`src/rtl/mask_gen_if.sv`:
```
// Request/response bundle for mask_gen_pipe.
// The master side issues requests and consumes results; the slave side is the generator.
interface mask_gen_if #(
  parameter int unsigned WIDTH = 32,
  parameter int unsigned NW    = $clog2(WIDTH) + 1,
  parameter int unsigned TAG_W = 5
) ();

  logic             valid_i;
  logic             ready_o;
  logic [1:0]       mode_i;
  logic [NW-1:0]    n_i;
  logic [NW-1:0]    m_i;
  logic [TAG_W-1:0] tag_i;

  logic             valid_o;
  logic             ready_i;
  logic [WIDTH-1:0] mask_o;
  logic [NW-1:0]    count_o;
  logic [TAG_W-1:0] tag_o;

  modport master (
    output valid_i, mode_i, n_i, m_i, tag_i, ready_i,
    input  ready_o, valid_o, mask_o, count_o, tag_o
  );

  modport slave (
    input  valid_i, mode_i, n_i, m_i, tag_i, ready_i,
    output ready_o, valid_o, mask_o, count_o, tag_o
  );

endinterface

```
`src/rtl/mask_gen_pipe.sv`:
```
// Two-stage valid/ready bit-mask generator: LSB/MSB/inverted fill and inclusive range masks,
// with popcount and a passthrough tag.
module mask_gen_pipe #(
  parameter int unsigned WIDTH = 32,
  parameter int unsigned NW    = $clog2(WIDTH) + 1,
  parameter int unsigned TAG_W = 5
) (
  input logic         clk_i,
  input logic         rst_i,
  mask_gen_if.slave   io
);

  typedef enum logic [1:0] {
    ModeLsb   = 2'b00,
    ModeMsb   = 2'b01,
    ModeRange = 2'b10,
    ModeInv   = 2'b11
  } mode_e;

  localparam logic [NW-1:0] WidthN = NW'(WIDTH);
  localparam logic [NW-1:0] LastN  = NW'(WIDTH - 1);

  // Stage 1: registered request.
  logic             s1_valid_q;
  mode_e            s1_mode_q;
  logic [NW-1:0]    s1_n_q;
  logic [NW-1:0]    s1_m_q;
  logic [TAG_W-1:0] s1_tag_q;

  // Stage 2: registered result.
  logic             s2_valid_q;
  logic [WIDTH-1:0] s2_mask_q;
  logic [NW-1:0]    s2_count_q;
  logic [TAG_W-1:0] s2_tag_q;

  logic s1_adv, s2_adv;

  always_comb begin
    s2_adv = ~s2_valid_q | io.ready_i;
    s1_adv = ~s1_valid_q | s2_adv;
  end

  assign io.ready_o = s1_adv & ~rst_i;

  // Mask and count from stage-1 values.
  logic [NW-1:0]    n_sat, hi, lo;
  logic             rng_ok;
  logic [WIDTH-1:0] lsb_mask, msb_mask, rng_mask;
  logic [WIDTH-1:0] mask_d;
  logic [NW-1:0]    count_d;

  always_comb begin
    n_sat    = (s1_n_q > WidthN) ? WidthN : s1_n_q;
    lo       = s1_n_q;
    hi       = (s1_m_q > LastN) ? LastN : s1_m_q;
    // hi never exceeds WIDTH-1, so lo <= hi also implies lo < WIDTH.
    rng_ok   = (lo <= hi);
    lsb_mask = '0;
    msb_mask = '0;
    rng_mask = '0;
    for (int i = 0; i < WIDTH; i++) begin
      lsb_mask[i] = (NW'(i) < n_sat);
      msb_mask[i] = (NW'(WIDTH - 1 - i) < n_sat);
      rng_mask[i] = (NW'(i) >= lo) && (NW'(i) <= hi);
    end

    mask_d  = '0;
    count_d = '0;
    unique case (s1_mode_q)
      ModeLsb: begin
        mask_d  = lsb_mask;
        count_d = n_sat;
      end
      ModeMsb: begin
        mask_d  = msb_mask;
        count_d = n_sat;
      end
      ModeRange: begin
        mask_d  = rng_mask;
        count_d = rng_ok ? (hi - lo + NW'(1)) : '0;
      end
      ModeInv: begin
        mask_d  = ~lsb_mask;
        count_d = WidthN - n_sat;
      end
      default: begin
        mask_d  = '0;
        count_d = '0;
      end
    endcase
  end

  always_ff @(posedge clk_i) begin
    if (rst_i) begin
      s1_valid_q <= 1'b0;
      s1_mode_q  <= ModeLsb;
      s1_n_q     <= '0;
      s1_m_q     <= '0;
      s1_tag_q   <= '0;
    end else if (s1_adv) begin
      s1_valid_q <= io.valid_i;
      if (io.valid_i) begin
        s1_mode_q <= mode_e'(io.mode_i);
        s1_n_q    <= io.n_i;
        s1_m_q    <= io.m_i;
        s1_tag_q  <= io.tag_i;
      end
    end
  end

  always_ff @(posedge clk_i) begin
    if (rst_i) begin
      s2_valid_q <= 1'b0;
      s2_mask_q  <= '0;
      s2_count_q <= '0;
      s2_tag_q   <= '0;
    end else if (s2_adv) begin
      s2_valid_q <= s1_valid_q;
      if (s1_valid_q) begin
        s2_mask_q  <= mask_d;
        s2_count_q <= count_d;
        s2_tag_q   <= s1_tag_q;
      end
    end
  end

  assign io.valid_o = s2_valid_q;
  assign io.mask_o  = s2_mask_q;
  assign io.count_o = s2_count_q;
  assign io.tag_o   = s2_tag_q;

`ifndef SYNTHESIS
  // A stalled result must not change until the consumer takes it.
  a_hold_stable : assert property (@(posedge clk_i) disable iff (rst_i)
    (io.valid_o && !io.ready_i) |=>
      (io.valid_o && $stable(io.mask_o) && $stable(io.count_o) && $stable(io.tag_o)));
`endif

endmodule
```
`src/flat_wrapper.sv`:
```
// flat-port wrapper written by rule: the top's interface ports become plain ports
module mask_gen_pipe_flat 
#(
  parameter int unsigned WIDTH = 32,
  parameter int unsigned NW    = $clog2(WIDTH) + 1,
  parameter int unsigned TAG_W = 5
)
  (clk_i, rst_i, io_valid_i, io_mode_i, io_n_i, io_m_i, io_tag_i, io_ready_i, io_ready_o, io_valid_o, io_mask_o, io_count_o, io_tag_o);
  mask_gen_if #(.WIDTH(WIDTH), .NW(NW), .TAG_W(TAG_W)) io_i ();
  input logic clk_i;
  input logic rst_i;
  input wire logic [$bits(io_i.valid_i)-1:0] io_valid_i;
  input wire logic [$bits(io_i.mode_i)-1:0] io_mode_i;
  input wire logic [$bits(io_i.n_i)-1:0] io_n_i;
  input wire logic [$bits(io_i.m_i)-1:0] io_m_i;
  input wire logic [$bits(io_i.tag_i)-1:0] io_tag_i;
  input wire logic [$bits(io_i.ready_i)-1:0] io_ready_i;
  output wire logic [$bits(io_i.ready_o)-1:0] io_ready_o;
  output wire logic [$bits(io_i.valid_o)-1:0] io_valid_o;
  output wire logic [$bits(io_i.mask_o)-1:0] io_mask_o;
  output wire logic [$bits(io_i.count_o)-1:0] io_count_o;
  output wire logic [$bits(io_i.tag_o)-1:0] io_tag_o;
  assign io_i.valid_i = io_valid_i;
  assign io_i.mode_i = io_mode_i;
  assign io_i.n_i = io_n_i;
  assign io_i.m_i = io_m_i;
  assign io_i.tag_i = io_tag_i;
  assign io_i.ready_i = io_ready_i;
  assign io_ready_o = io_i.ready_o;
  assign io_valid_o = io_i.valid_o;
  assign io_mask_o = io_i.mask_o;
  assign io_count_o = io_i.count_o;
  assign io_tag_o = io_i.tag_o;
  mask_gen_pipe #(.WIDTH(WIDTH), .NW(NW), .TAG_W(TAG_W)) u_core (.clk_i(clk_i), .rst_i(rst_i), .io(io_i));
endmodule
```
`config.mk`:
```
export PLATFORM = sky130hd
export DESIGN_NAME = mask_gen_pipe_flat
export DESIGN_NICKNAME = d
export VERILOG_FILES = /design/src/rtl/mask_gen_if.sv /design/src/rtl/mask_gen_pipe.sv /design/src/flat_wrapper.sv
export SDC_FILE = /design/constraint.sdc
export NUM_CORES = 1
export LEC_CHECK = 0
export CAP_MARGIN = 15
export CORE_MARGIN = 2
export CORE_UTILIZATION = 35
export DETAILED_ROUTE_END_ITERATION = 7
export GPL_TIMING_DRIVEN = 0
export HOLD_SLACK_MARGIN = 0.08
export PLACE_DENSITY_LB_ADDON = 0.1
export RECOVER_POWER = 100
export SLEW_MARGIN = 5
export SYNTH_ARGS = -nofsm -noshare
export SYNTH_HDL_FRONTEND = slang
export SYNTH_SLANG_ARGS = --single-unit
```
`constraint.sdc`:
```
create_clock -name clk_i -period 2.8 [get_ports clk_i]
set_clock_uncertainty 0.1 [all_clocks]
set_input_delay 0.7 -clock clk_i [delete_from_list [all_inputs] [get_ports clk_i]]
set_output_delay 0.7 -clock clk_i [all_outputs]
set_load 0.005 [all_outputs]
```
Word-level counts from Yosys, hierarchy flattened. Index checks and enable logic that the tools add are counted.

Register bits after elaboration: 64. Input port bits: 23. Output and inout bits: 45.

$add $sub $neg: 3. Magnitude comparators: 99. Equality and inequality tests: 3. Muxes and demuxes: 5. Bitwise logic cells: 7. Reductions and logical operators: 36.

Operator list (number): one-hot mux 32 bit (4 select lines) (1); >= comparator 5 x 6 -> 1 bit (first input constant) (16); less-or-equal comparator 5 x 6 -> 1 bit (first input constant) (16); < comparator 5 x 6 -> 1 bit (first input constant) (16); >= comparator 4 x 6 -> 1 bit (first input constant) (8); less-or-equal comparator 4 x 6 -> 1 bit (first input constant) (8); < comparator 4 x 6 -> 1 bit (first input constant) (8); logical AND 1 bit (32); inverter 32 bit (1); >= comparator 3 x 6 -> 1 bit (first input constant) (4); less-or-equal comparator 3 x 6 -> 1 bit (first input constant) (4); < comparator 3 x 6 -> 1 bit (first input constant) (4); 2-to-1 mux 6 bit (3); one-hot mux 6 bit (3 select lines) (1); >= comparator 1 x 6 -> 1 bit (first input constant) (2); >= comparator 2 x 6 -> 1 bit (first input constant) (2); less-or-equal comparator 1 x 6 -> 1 bit (first input constant) (2); less-or-equal comparator 2 x 6 -> 1 bit (first input constant) (2); < comparator 1 x 6 -> 1 bit (first input constant) (2); < comparator 2 x 6 -> 1 bit (first input constant) (2); adder 6 x 1 -> 6 bit (second input constant) (1); greater-than comparator 6 x 5 -> 1 bit (second input constant) (1); greater-than comparator 6 bit (second input constant) (1); less-or-equal comparator 6 bit (1); 10 further kinds (15).

Depth between registers and ports, before layout. Gate-level depths: netlist of run 1.

Depth after elaboration: 6. Depth in mapped cells: 12.

Least setup slack after synthesis of run 1. OpenSTA, ideal clock, no wires.

Kind: register -> register. Start: register u_core.s1_m_q[5]. End: register u_core.s2_count_q[5] (netlist: u_core.io.count_o[5]). Library setup time: 74 ps. Arrival time: 2426 ps. Slack: 200 ps. Cell stages (with the launch flop): 13. Path buffers: 2. Path through: dfxtp_1 > buf_6 > clkbuf_1 > nor2_1 > ha_1 > inv_1 > ha_1 > fa_1 > a21o_1 > a21oi_1 > xnor2_1 > nand3_1 > a31oi_1.

Cells in the longest elaborated chain, start to end: 6. Elaborated cells between the ends (all ways): 7. Those cells by class: 2 x add/sub; 2 x order compare; 3 x mux.

RTL lines: start: declaration (line mask_gen_pipe.sv:27) `logic [NW-1:0] s1_m_q;`; start signal: assignment (line mask_gen_pipe.sv:105) `s1_m_q <= io.m_i;`; greater-than comparator 6 x 5 -> 1 bit (line mask_gen_pipe.sv:55) `hi = (s1_m_q > LastN) ? LastN : s1_m_q;`; 2-to-1 mux 6 bit * (line mask_gen_pipe.sv:55); subtractor 6 bit (line mask_gen_pipe.sv:80) `count_d = rng_ok ? (hi - lo + NW'(1)) : '0;`; adder 6 x 1 -> 6 bit (line mask_gen_pipe.sv:80); 2-to-1 mux 6 bit * (line mask_gen_pipe.sv:80); one-hot mux 6 bit (3 select lines) * (line mask_gen_pipe.sv:69) `unique case (s1_mode_q)`; end signal: assignment (line mask_gen_pipe.sv:121) `s2_count_q <= count_d;`; end: declaration (line mask_gen_pipe.sv:33) `logic [NW-1:0] s2_count_q;`.

Mark *: on every way between the ends. The rest lies on a longest branch, timed or not. A chain may end at the register's enable or synchronous reset.

Worst setup path after layout of run 1.
Start: register u_core.s1_mode_q[1]. End: register u_core.s2_mask_q[26] (netlist: u_core.io.mask_o[26]).

Cells in the longest elaborated chain, start to end: 2. Elaborated cells between the ends (all ways): 5. Those cells by class: 3 x eq/ne; 1 x mux; 1 x reduce/logical.

RTL lines: start: declaration (line mask_gen_pipe.sv:25) `mode_e s1_mode_q;`; start signal: assignment (line mask_gen_pipe.sv:96) `s1_mode_q <= ModeLsb;`; start signal: assignment (line mask_gen_pipe.sv:103) `s1_mode_q <= mode_e'(io.mode_i);`; == test 2 bit (tied with other cells) (line mask_gen_pipe.sv:69); one-hot mux 32 bit (4 select lines) * (line mask_gen_pipe.sv:69); end signal: assignment (line mask_gen_pipe.sv:120) `s2_mask_q <= mask_d;`; end: declaration (line mask_gen_pipe.sv:32) `logic [WIDTH-1:0] s2_mask_q;`.

Marks and branches as above.

==> flow_summary.json, run 1 <==
{
  "synth.area.top_cells": "dfxtp_1 30%, a21oi_1 8.0%, nand2_1 7.3%",
  "insertion_delay_ns": 0.35,
  "area_delta_synth_final_pct": 30.29,
  "nets": 725,
  "synth_top_cell_by_area": "dfxtp_1",
  "p_comb_share_pct": 25.4,
  "synth_ff_type": "dfxtp_1",
  "grt_overflow": 0,
  "fin_area_sq_um": 5645,
  "synth_top_area_share_pct": 29.57,
  "synthCells": 607,
  "fmax_mhz": 361.3,
  "p_switching_mw": 1.006,
  "place_inst": 842,
  "cts_max_level": 3,
  "min_period_ns": 2.768,
  "grt_max_degree": 19,
  "worstSetupPathType": "register to register",
  "cts_tree": "built",
  "wl_per_cell_um": 23.46,
  "seq_power_share_pct": 32.8,
  "worst_slew_pin_slew_ns": 1.031,
  "fp-row-count": 40,
  "finalHoldViolCount": 0,
  "drv_slew": 0,
  "maxCapViolCount": 0,
  "die_w_um": 115.3,
  "core_area_sq_um": 12060,
  "synth_enable_flop_cells": 0,
  "startpoint_type": "register",
  "placed_area_sq_um": 5214,
  "power_density_nw_per_um2": 545.4,
  "intPower_mw": 2.074,
  "crit_required_ns": 2.94,
  "hold_class": "register to register",
  "critPathMaxFanout": 10,
  "drt-initial-drc-count": 741,
  "synth.most_common_cell": "nand2_1",
  "viasPerCell": 6.032,
  "syn_area_per_cell_sq_um": 7.138,
  "dr.pass1.iters": 6,
  "drtAntennaViolNets": 0,
  "io_buffers": 67,
  "dpl.hpwl_um": 14890,
  "total_power_mw": 3.079,
  "die_area_sq_um": 13290,
  "grt_pass1_vias": 4846,
  "cts.sink_count": 64,
  "synthArstFlopShare_pct": 0,
  "fillers": 1282,
  "clk_pin_slew_ns": 0.06,
  "slew_headroom_pct": 29.47,
  "cts_hold_buf": 0,
  "initial_core_util_pct": 35.92,
  "instances_no_fill": 857,
  "grt.total_usage_pct": 30.65,
  "swShare_pct": 32.66,
  "synth_cell_types": 63,
  "gp_congestion": 1.017,
  "antenna_found_initial": 1,
  "ys_ff_latch": 64,
  "ys_warn_count": 0,
  "grt_pass1_wl_um": 30030,
  "netlist_top_cells_count": "84 x nand2_1, 69 x a21oi_1, 64 x dfxtp_1, 47 x nor2_1, 41 x o21ai_0",
  "ioPinCount": 68,
  "antenna_cells": 0,
  "synth_area_sq_um": 4333,
  "root_buffer": "clkbuf_16",
  "drc": 0,
  "clkPwrFrac_pct": 41.8,
  "outcome": "complete, no violations",
  "fp.dieH_um": 115.3,
  "ys_seq_area_share_pct": 29.57,
  "clockBufferDepth": 2,
  "drive_gt1_share_pct": 8.999,
  "syn_nets": 648,
  "rsz0062_at_grt": "false",
  "p_leak_nw": 2.215,
  "numCtsBuffers": 9,
  "setup_viol_count_final": 0,
  "critPathArrivalTime_ns": 2.91,
  "totalWireLength_um": 20100,
  "max-vdd-ir-drop_mv": 0.3395,
  "dr_total_vias": 5169,
  "final.period_utilization_pct": 98.85,
  "cp-end-kind": "register"
}
==> cell families (layout without fill, tap and decap cells) <==
group,Yosys count,after routing,share of synthesized area (%)
AOI/OAI and AO/OA,216,216,31.79
xor gates and xnor gates,4,4,0.8087
adders and majority gates,18,18,5.371
buffers and inverters,75,157,7.046
DFF,64,64,29.57
muxes,4,4,0.9241
other,1,1,0.08655
and+or+nand+nor,225,225,24.40
==> layout make-up <==
type / instances / area (sq um) / share of cell area, %
Clock buffer: 10 / 239.0 / 4.233
Inverter: 17 / 67.56 / 1.197
Multi-Input combinational cell: 468 / 2800 / 49.60
Clock inverter: 6 / 91.34 / 1.618
Buffer: 56 / 275.3 / 4.876
Tap cell: 168 / 210.2 / 3.723
Sequential cell: 64 / 1285 / 22.76
Timing Repair Buffer: 68 / 676.9 / 11.99
==> placed cells by master, fill, tap and decap left out, drive strengths merged, types with 12 or more instances in the layout <==
cell type / count
a211oi: 13
a21oi: 69
a31oi: 15
buf: 18
clkbuf: 49
clkdlybuf4s50: 22
dfxtp: 64
dlygate4sd3: 44
ha: 17
inv: 17
nand2: 84
nand3: 12
nor2: 48
nor3: 21
o21ai: 42
==> through the flow <==
stage	util (%)	hold WS, ns	TNS, ns	setup slack, ns
after detailed placement	43.23	0.3449	-6.016	-0.7063
final	46.81	0.3493	0	0.03229
after floorplan	-	0.3321	0	0.2001
after CTS	46.32	0.3554	0	0.0003721
after global routing	46.81	0.3654	0	0.01931
after global placement	43.23	0.3367	-6.194	-0.7331
==> power by group through the flow <==
stage | Clock (mW) | Combinational [mW] | Sequential [mW]
final | 1.29 | 0.783 | 1.01
after global routing | 1.34 | 0.833 | 1.01
after CTS | 1.31 | 0.756 | 1.01
after detailed placement | 0 | 0.742 | 1.03
after global placement | 0 | 0.751 | 1.03
after floorplan | 0 | 0.435 | 1.02
==> per-layer routing <==
| metal | global-route usage (%) | share of wire [%] | up-vias | wire (um) |
|---|---|---|---|---|
| li1 | - | - | 2371 | - |
| met1 | 40.94 | 42 | 2391 | 8438 |
| met2 | 47.45 | 44 | 349 | 8893 |
| met3 | 8.962 | 10 | 56 | 2110 |
| met4 | 10.12 | 3.2 | 2 | 648 |
| met5 | 0 | 0.065 | - | 13 |
==> registers in the layout, indices dropped and copies added, names as in the netlist <==
signal	cells
u_core.s1_valid_q	1
u_core.io.mask_o	32
u_core.s1_mode_q	2
u_core.s1_m_q	6
u_core.s1_tag_q	5
u_core.io.tag_o	5
u_core.io.count_o	6
u_core.io.valid_o	1
u_core.lo	6
==> worst paths after layout <==
kind | from | endpoint | slack [ns] | cells past startpoint
worst max-delay path | u_core.s1_mode_q[1] | u_core.io.mask_o[26] | 0.03 | 6
worst min-delay path | u_core.io.mask_o[15] | u_core.io.mask_o[15] | 0.35 | 2
worst max register to register | u_core.s1_mode_q[1] | u_core.io.mask_o[26] | 0.03 | 6
worst min register to register | u_core.io.mask_o[15] | u_core.io.mask_o[15] | 0.35 | 2
==> critical path, cell delays in order, from the launching register on <==
cell and delay (ns):
dfxtp_1 0.30, buf_2 0.26, inv_1 0.15, clkbuf_1 0.34
nor2_1 0.80, o21ai_0 0.36, a32o_1 0.34
==> timing repair <==
item                       4_1_cts  5_1_grt
buffers inserted                 1        0
pin swaps                        0        2
resized for setup               16       32
setup endpoints to repair       23       24
cloned                           0        0
Power figures use the tool's default switching activity.
==> inputs of run 2 (changes only) <==
--- a/config.mk
+++ b/config.mk
@@ -6,12 +6,10 @@
 export NUM_CORES = 1
 export LEC_CHECK = 0
 export CAP_MARGIN = 15
-export CORE_MARGIN = 2
 export CORE_UTILIZATION = 35
 export DETAILED_ROUTE_END_ITERATION = 7
 export GPL_TIMING_DRIVEN = 0
 export HOLD_SLACK_MARGIN = 0.08
-export PLACE_DENSITY_LB_ADDON = 0.1
 export RECOVER_POWER = 100
 export SLEW_MARGIN = 5
 export SYNTH_ARGS = -nofsm -noshare
==> flow_summary.json, run 2 (synthesized netlist as in run 1, its figures left out) <==
{
  "worst_slew_pin_slew_ns": 0.9013,
  "startpoint_type": "register",
  "placed_area_sq_um": 5214,
  "grt_max_degree": 15,
  "final.period_utilization_pct": 98.39,
  "hold_depth": 2,
  "grt_pass1_vias": 5136,
  "outcome": "complete, no violations",
  "fp.dieH_um": 113.3,
  "pre_cts_slack_ns": -0.7745,
  "antenna_cells": 0,
  "cts_hold_buf": 0,
  "min_period_ns": 2.755,
  "gp_congestion": 0.9508,
  "maxCapViolCount": 0,
  "fmax_mhz": 363.0,
  "nets": 728,
  "grt_pass1_wl_um": 31450,
  "hold_class": "register to register",
  "drc": 0,
  "die_area_sq_um": 12830,
  "die_w_um": 113.3,
  "core_area_sq_um": 12060,
  "timing.rr.start": "u_core.lo[3]",
  "critPathArrivalTime_ns": 2.93,
  "cp-end-kind": "register",
  "ff2ff_setup_slack_ns": 0.04,
  "rsz0062_at_grt": "false",
  "final_common_cell": "nand2_1",
  "critPathMaxFanout": 10,
  "initial_core_util_pct": 35.92,
  "worstHoldStart": "u_core.io.mask_o[3]",
  "r2r_end": "u_core.io.count_o[5]",
  "max-vdd-ir-drop_mv": 0.2686,
  "cp-startpoint": "u_core.lo[3]",
  "slew_headroom_pct": 38.36,
  "largest_reg_flops": 32,
  "cts_tree": "built",
  "root_buffer": "clkbuf_16",
  "dpl.hpwl_um": 15580,
  "drtAntennaViolNets": 0,
  "worstPathCellList": "buf_2 > clkinvlp_4 > ha_1 > ha_1 > a21o_1 > a21oi_1 > xnor2_1 > nand3_1 > a31oi_1",
  "total_power_mw": 3.062,
  "clockBufferDepth": 2,
  "drv_slew": 0,
  "area_delta_synth_final_pct": 31.10,
  "drive_gt1_share_pct": 8.960,
  "cp_common_cell": "ha_1",
  "fin_area_sq_um": 5680,
  "finalHoldViolCount": 0,
  "cts_max_level": 3,
  "viasPerCell": 6.112,
  "layout_common_cells": "84 x nand2_1, 68 x a21oi_1, 62 x dfxtp_1",
  "r2r_cells": 9,
  "ioPinCount": 68,
  "setup_viol_count_final": 0,
  "fillers": 1260,
  "crit_required_ns": 2.97,
  "cts.sink_count": 64,
  "worstSetupPathType": "register to register",
  "numCtsBuffers": 9,
  "grt.total_usage_pct": 33.50,
  "cpPeakStageDelay_ns": 0.42,
  "p_leak_nw": 2.216,
  "hold_end": "u_core.io.mask_o[3]",
  "antenna_found_initial": 0,
  "grt_overflow": 0,
  "dr.pass1.iters": 5,
  "setup_slack_ns": 0.04495,
  "power_density_nw_per_um2": 539.0,
  "fp-row-count": 40,
  "drt-initial-drc-count": 587,
  "clk_pin_slew_ns": 0.06,
  "dr_total_vias": 5256,
  "io_buffers": 67,
  "wl_per_cell_um": 24.38,
  "insertion_delay_ns": 0.35,
  "totalWireLength_um": 20960,
  "critPathSlowestCell": "ha_1"
}
## run 2: stage by stage
stage | cells | hold WS [ns] | TNS, ns | utilization [%]
final | 860 | 0.3450 | 0 | 47.10
after global routing | 860 | 0.3771 | 0 | 47.10
after CTS | 858 | 0.3560 | 0 | 46.51
after detailed placement | 842 | 0.3435 | -7.090 | 43.23
after global placement | 842 | 0.3377 | -7.894 | 43.23
after floorplan | 607 | 0.3321 | 0 | -
## run 2: worst max-delay path: cells and delay by family (launching register included)
family | cells | cell delay [ns]
xor gates and xnor gates | 1 | 0.14
AOI/OAI and AO/OA | 3 | 0.62
and+or+nand+nor | 1 | 0.09
buffers and inverters | 2 | 0.54
adders and majority gates | 2 | 0.78
DFF | 1 | 0.41
## run 2: layer usage
metal / global-route usage (%) / wire length [um]
met2: 52.52 / 9321
met3: 7.552 / 1878
met5: 0 / 0
met4: 17.02 / 940
met1: 43.13 / 8823
## run 2: what timing repair did
item                                   CTS  global route
gates cloned                             0             0
resized for setup                       26            19
buffers inserted                         1             3
setup endpoints to repair               27            19
pin swaps                                0             1
endpoints found under the hold margin    0             0
## run 2: layout make-up
type                            count  area (sq um)  share of cell area (%)
Inverter                           17         67.56                   1.189
Multi-Input combinational cell    468          2808                   49.43
Clock buffer                       11         242.7                   4.273
Tap cell                          168         210.2                   3.700
Sequential cell                    64          1284                   22.60
Buffer                             56         289.0                   5.088
Clock inverter                      5         80.08                   1.410
Timing Repair Buffer               71         699.4                   12.31
## run 2: worst max path at each step
stage                            to  slack, ns  depth (start not counted)
3_3_place_gp             io_ready_o      -0.80                          5
6_report       u_core.io.count_o[5]       0.04                          9
3_5_place_dp             io_ready_o      -0.77                          5
4_1_cts        u_core.io.count_o[5]       0.02                         11
5_1_grt        u_core.io.count_o[5]       0.02                          9
2_1_floorplan  u_core.io.count_o[5]       0.20                         12
## run 2: where the power goes
group / switching, mW / total [mW] / internal, mW
Clock: 0.445 / 1.25 / 0.802
Combinational: 0.500 / 0.805 / 0.305
Sequential: 0.0426 / 1.01 / 0.967
Total: 0.987 / 3.06 / 2.07
==> inputs of run 3 (changes only) <==
--- a/config.mk
+++ b/config.mk
@@ -10,6 +10,7 @@
 export DETAILED_ROUTE_END_ITERATION = 7
 export GPL_TIMING_DRIVEN = 0
 export HOLD_SLACK_MARGIN = 0.08
+export PLACE_DENSITY = 0.58
 export RECOVER_POWER = 100
 export SLEW_MARGIN = 5
 export SYNTH_ARGS = -nofsm -noshare
==> constraint.sdc (replaced) <==
create_clock -name clk_i -period 2.8 [get_ports clk_i]
set_clock_uncertainty 0.1 [all_clocks]
set_input_delay 0.56 -clock clk_i [delete_from_list [all_inputs] [get_ports clk_i]]
set_output_delay 0.56 -clock clk_i [all_outputs]
set_load 0.005 [all_outputs]
==> flow_summary.json, run 3 (synthesized netlist as in run 1, its figures left out) <==
{
  "antenna_found_initial": 0,
  "p_leak_nw": 2.211,
  "min_period_ns": 2.745,
  "worstPathCellList": "clkbuf_2 > clkbuf_4 > inv_1 > ha_1 > nand4_1 > a21oi_2 > o32ai_4 > a311oi_1 > nor3_1",
  "initial_core_util_pct": 35.92,
  "drt-initial-drc-count": 815,
  "layout_common_cells": "84 x nand2_1, 66 x a21oi_1, 62 x dfxtp_1",
  "path_delay_family": "compound AO/OA/AOI/OAI gates",
  "total_power_mw": 3.166,
  "root_buffer": "clkbuf_16",
  "cp-end-kind": "register",
  "placed_area_sq_um": 5218,
  "clockBufferDepth": 2,
  "maxCapViolCount": 0,
  "cts.sink_count": 64,
  "fp-row-count": 40,
  "final.period_utilization_pct": 98.02,
  "final_common_cell": "nand2_1",
  "grt_max_degree": 13,
  "top_layer": "met4",
  "startpoint_type": "register",
  "cts_tree": "built",
  "die_area_sq_um": 12830,
  "antenna_cells": 0,
  "fmax_mhz": 364.4,
  "numCtsBuffers": 9,
  "hold_ws_ns": 0.3486,
  "nets": 727,
  "ff2ff_setup_slack_ns": 0.06,
  "critPathSlowestCell": "dfxtp_1",
  "area_delta_synth_final_pct": 31.19,
  "power_density_nw_per_um2": 557.0,
  "finalHoldViolCount": 0,
  "drive_gt1_share_pct": 8.683,
  "slew_headroom_pct": 42.09,
  "dpl.hpwl_um": 15240,
  "grt.total_usage_pct": 32.02,
  "drv_slew": 0,
  "critPathMaxFanout": 10,
  "critPathArrivalTime_ns": 2.86,
  "dr_total_vias": 5200,
  "fin_util_pct": 47.13,
  "ioPinCount": 68,
  "drtAntennaViolNets": 0,
  "largest_reg_flops": 32,
  "dr.pass1.iters": 6,
  "fin_area_sq_um": 5684,
  "wl_met3_um": 2060,
  "wl_per_cell_um": 23.57,
  "cts_hold_buf": 0,
  "drc": 0,
  "totalWireLength_um": 20250,
  "wl_met1_um": 8395,
  "grt_pass1_wl_um": 30110,
  "outcome": "complete, no violations",
  "clk_pin_slew_ns": 0.06,
  "worstSetupPathType": "register to register",
  "die_w_um": 113.3,
  "viasPerCell": 6.054,
  "max-vdd-ir-drop_mv": 0.3188,
  "cpPeakStageDelay_ns": 0.39,
  "insertion_delay_ns": 0.35,
  "fp.dieH_um": 113.3,
  "core_area_sq_um": 12060,
  "wl_met2_um": 8937,
  "crit_required_ns": 2.91,
  "setup_viol_count_final": 0,
  "worst_slew_pin_slew_ns": 0.8655,
  "io_buffers": 67,
  "gp_congestion": 0.9541,
  "rsz0062_at_grt": "false",
  "grt_pass1_vias": 4912,
  "hold_class": "register to register",
  "cp_num_buf_inv": 3,
  "grt_overflow": 0,
  "cts_max_level": 3
}
==> run 3: worst paths after layout <==
path | start | endpoint | cells after the start
setup / recovery | u_core.lo[4] | u_core.io.count_o[1] | 9
setup reg to reg | u_core.lo[4] | u_core.io.count_o[1] | 9
hold / removal | u_core.io.mask_o[18] | u_core.io.mask_o[18] | 2
hold reg to reg | u_core.io.mask_o[18] | u_core.io.mask_o[18] | 2
==> run 3: through the flow <==
stage               setup slack, ns  instances  TNS [ns]
floorplan                    0.2001        607         0
global placement            -0.4771        842    -4.907
detailed placement          -0.4425        843    -4.263
CTS                        0.004187        859         0
global route               0.007713        859         0
finish                      0.05550        859         0
==> run 3: what timing repair did <==
item	CTS	global route
setup endpoints to repair	23	17
hold endpoints to repair	0	0
buffers inserted	0	0
pin swaps	0	1
gates resized for setup	14	29
==> run 3: worst min-delay path, delay by kind of cell, from the launching register on <==
kind / cells / cell delay (ns)
AO/OA/AOI/OAI: 1 / 0.05
AND/OR/NAND/NOR: 1 / 0.04
flip-flops: 1 / 0.32
==> run 3: per-layer routing <==
| metal | global-route usage, % | vias to the layer above |
|---|---|---|
| li1 | - | 2373 |
| met1 | 41.58 | 2418 |
| met2 | 50.88 | 352 |
| met3 | 6.374 | 57 |
| met4 | 15.18 | 0 |
| met5 | 0 | - |
==> run 3: layout make-up <==
cell class              count  area (sq um)
clock buffers              10         239.0
multi-input cells         468          2813
plain buffers              58         281.5
well taps                 168         210.2
clock inverters             6         115.1
inverters                  17         67.56
flip-flops and latches     64          1284
repair buffers             68         674.4
fillers                  1258          6377
==> run 3: power by group <==
part / switching, mW / internal (mW) / total, mW
sequential: 0.0388 / 0.967 / 1.01
combinational: 0.492 / 0.301 / 0.793
clock: 0.468 / 0.899 / 1.37
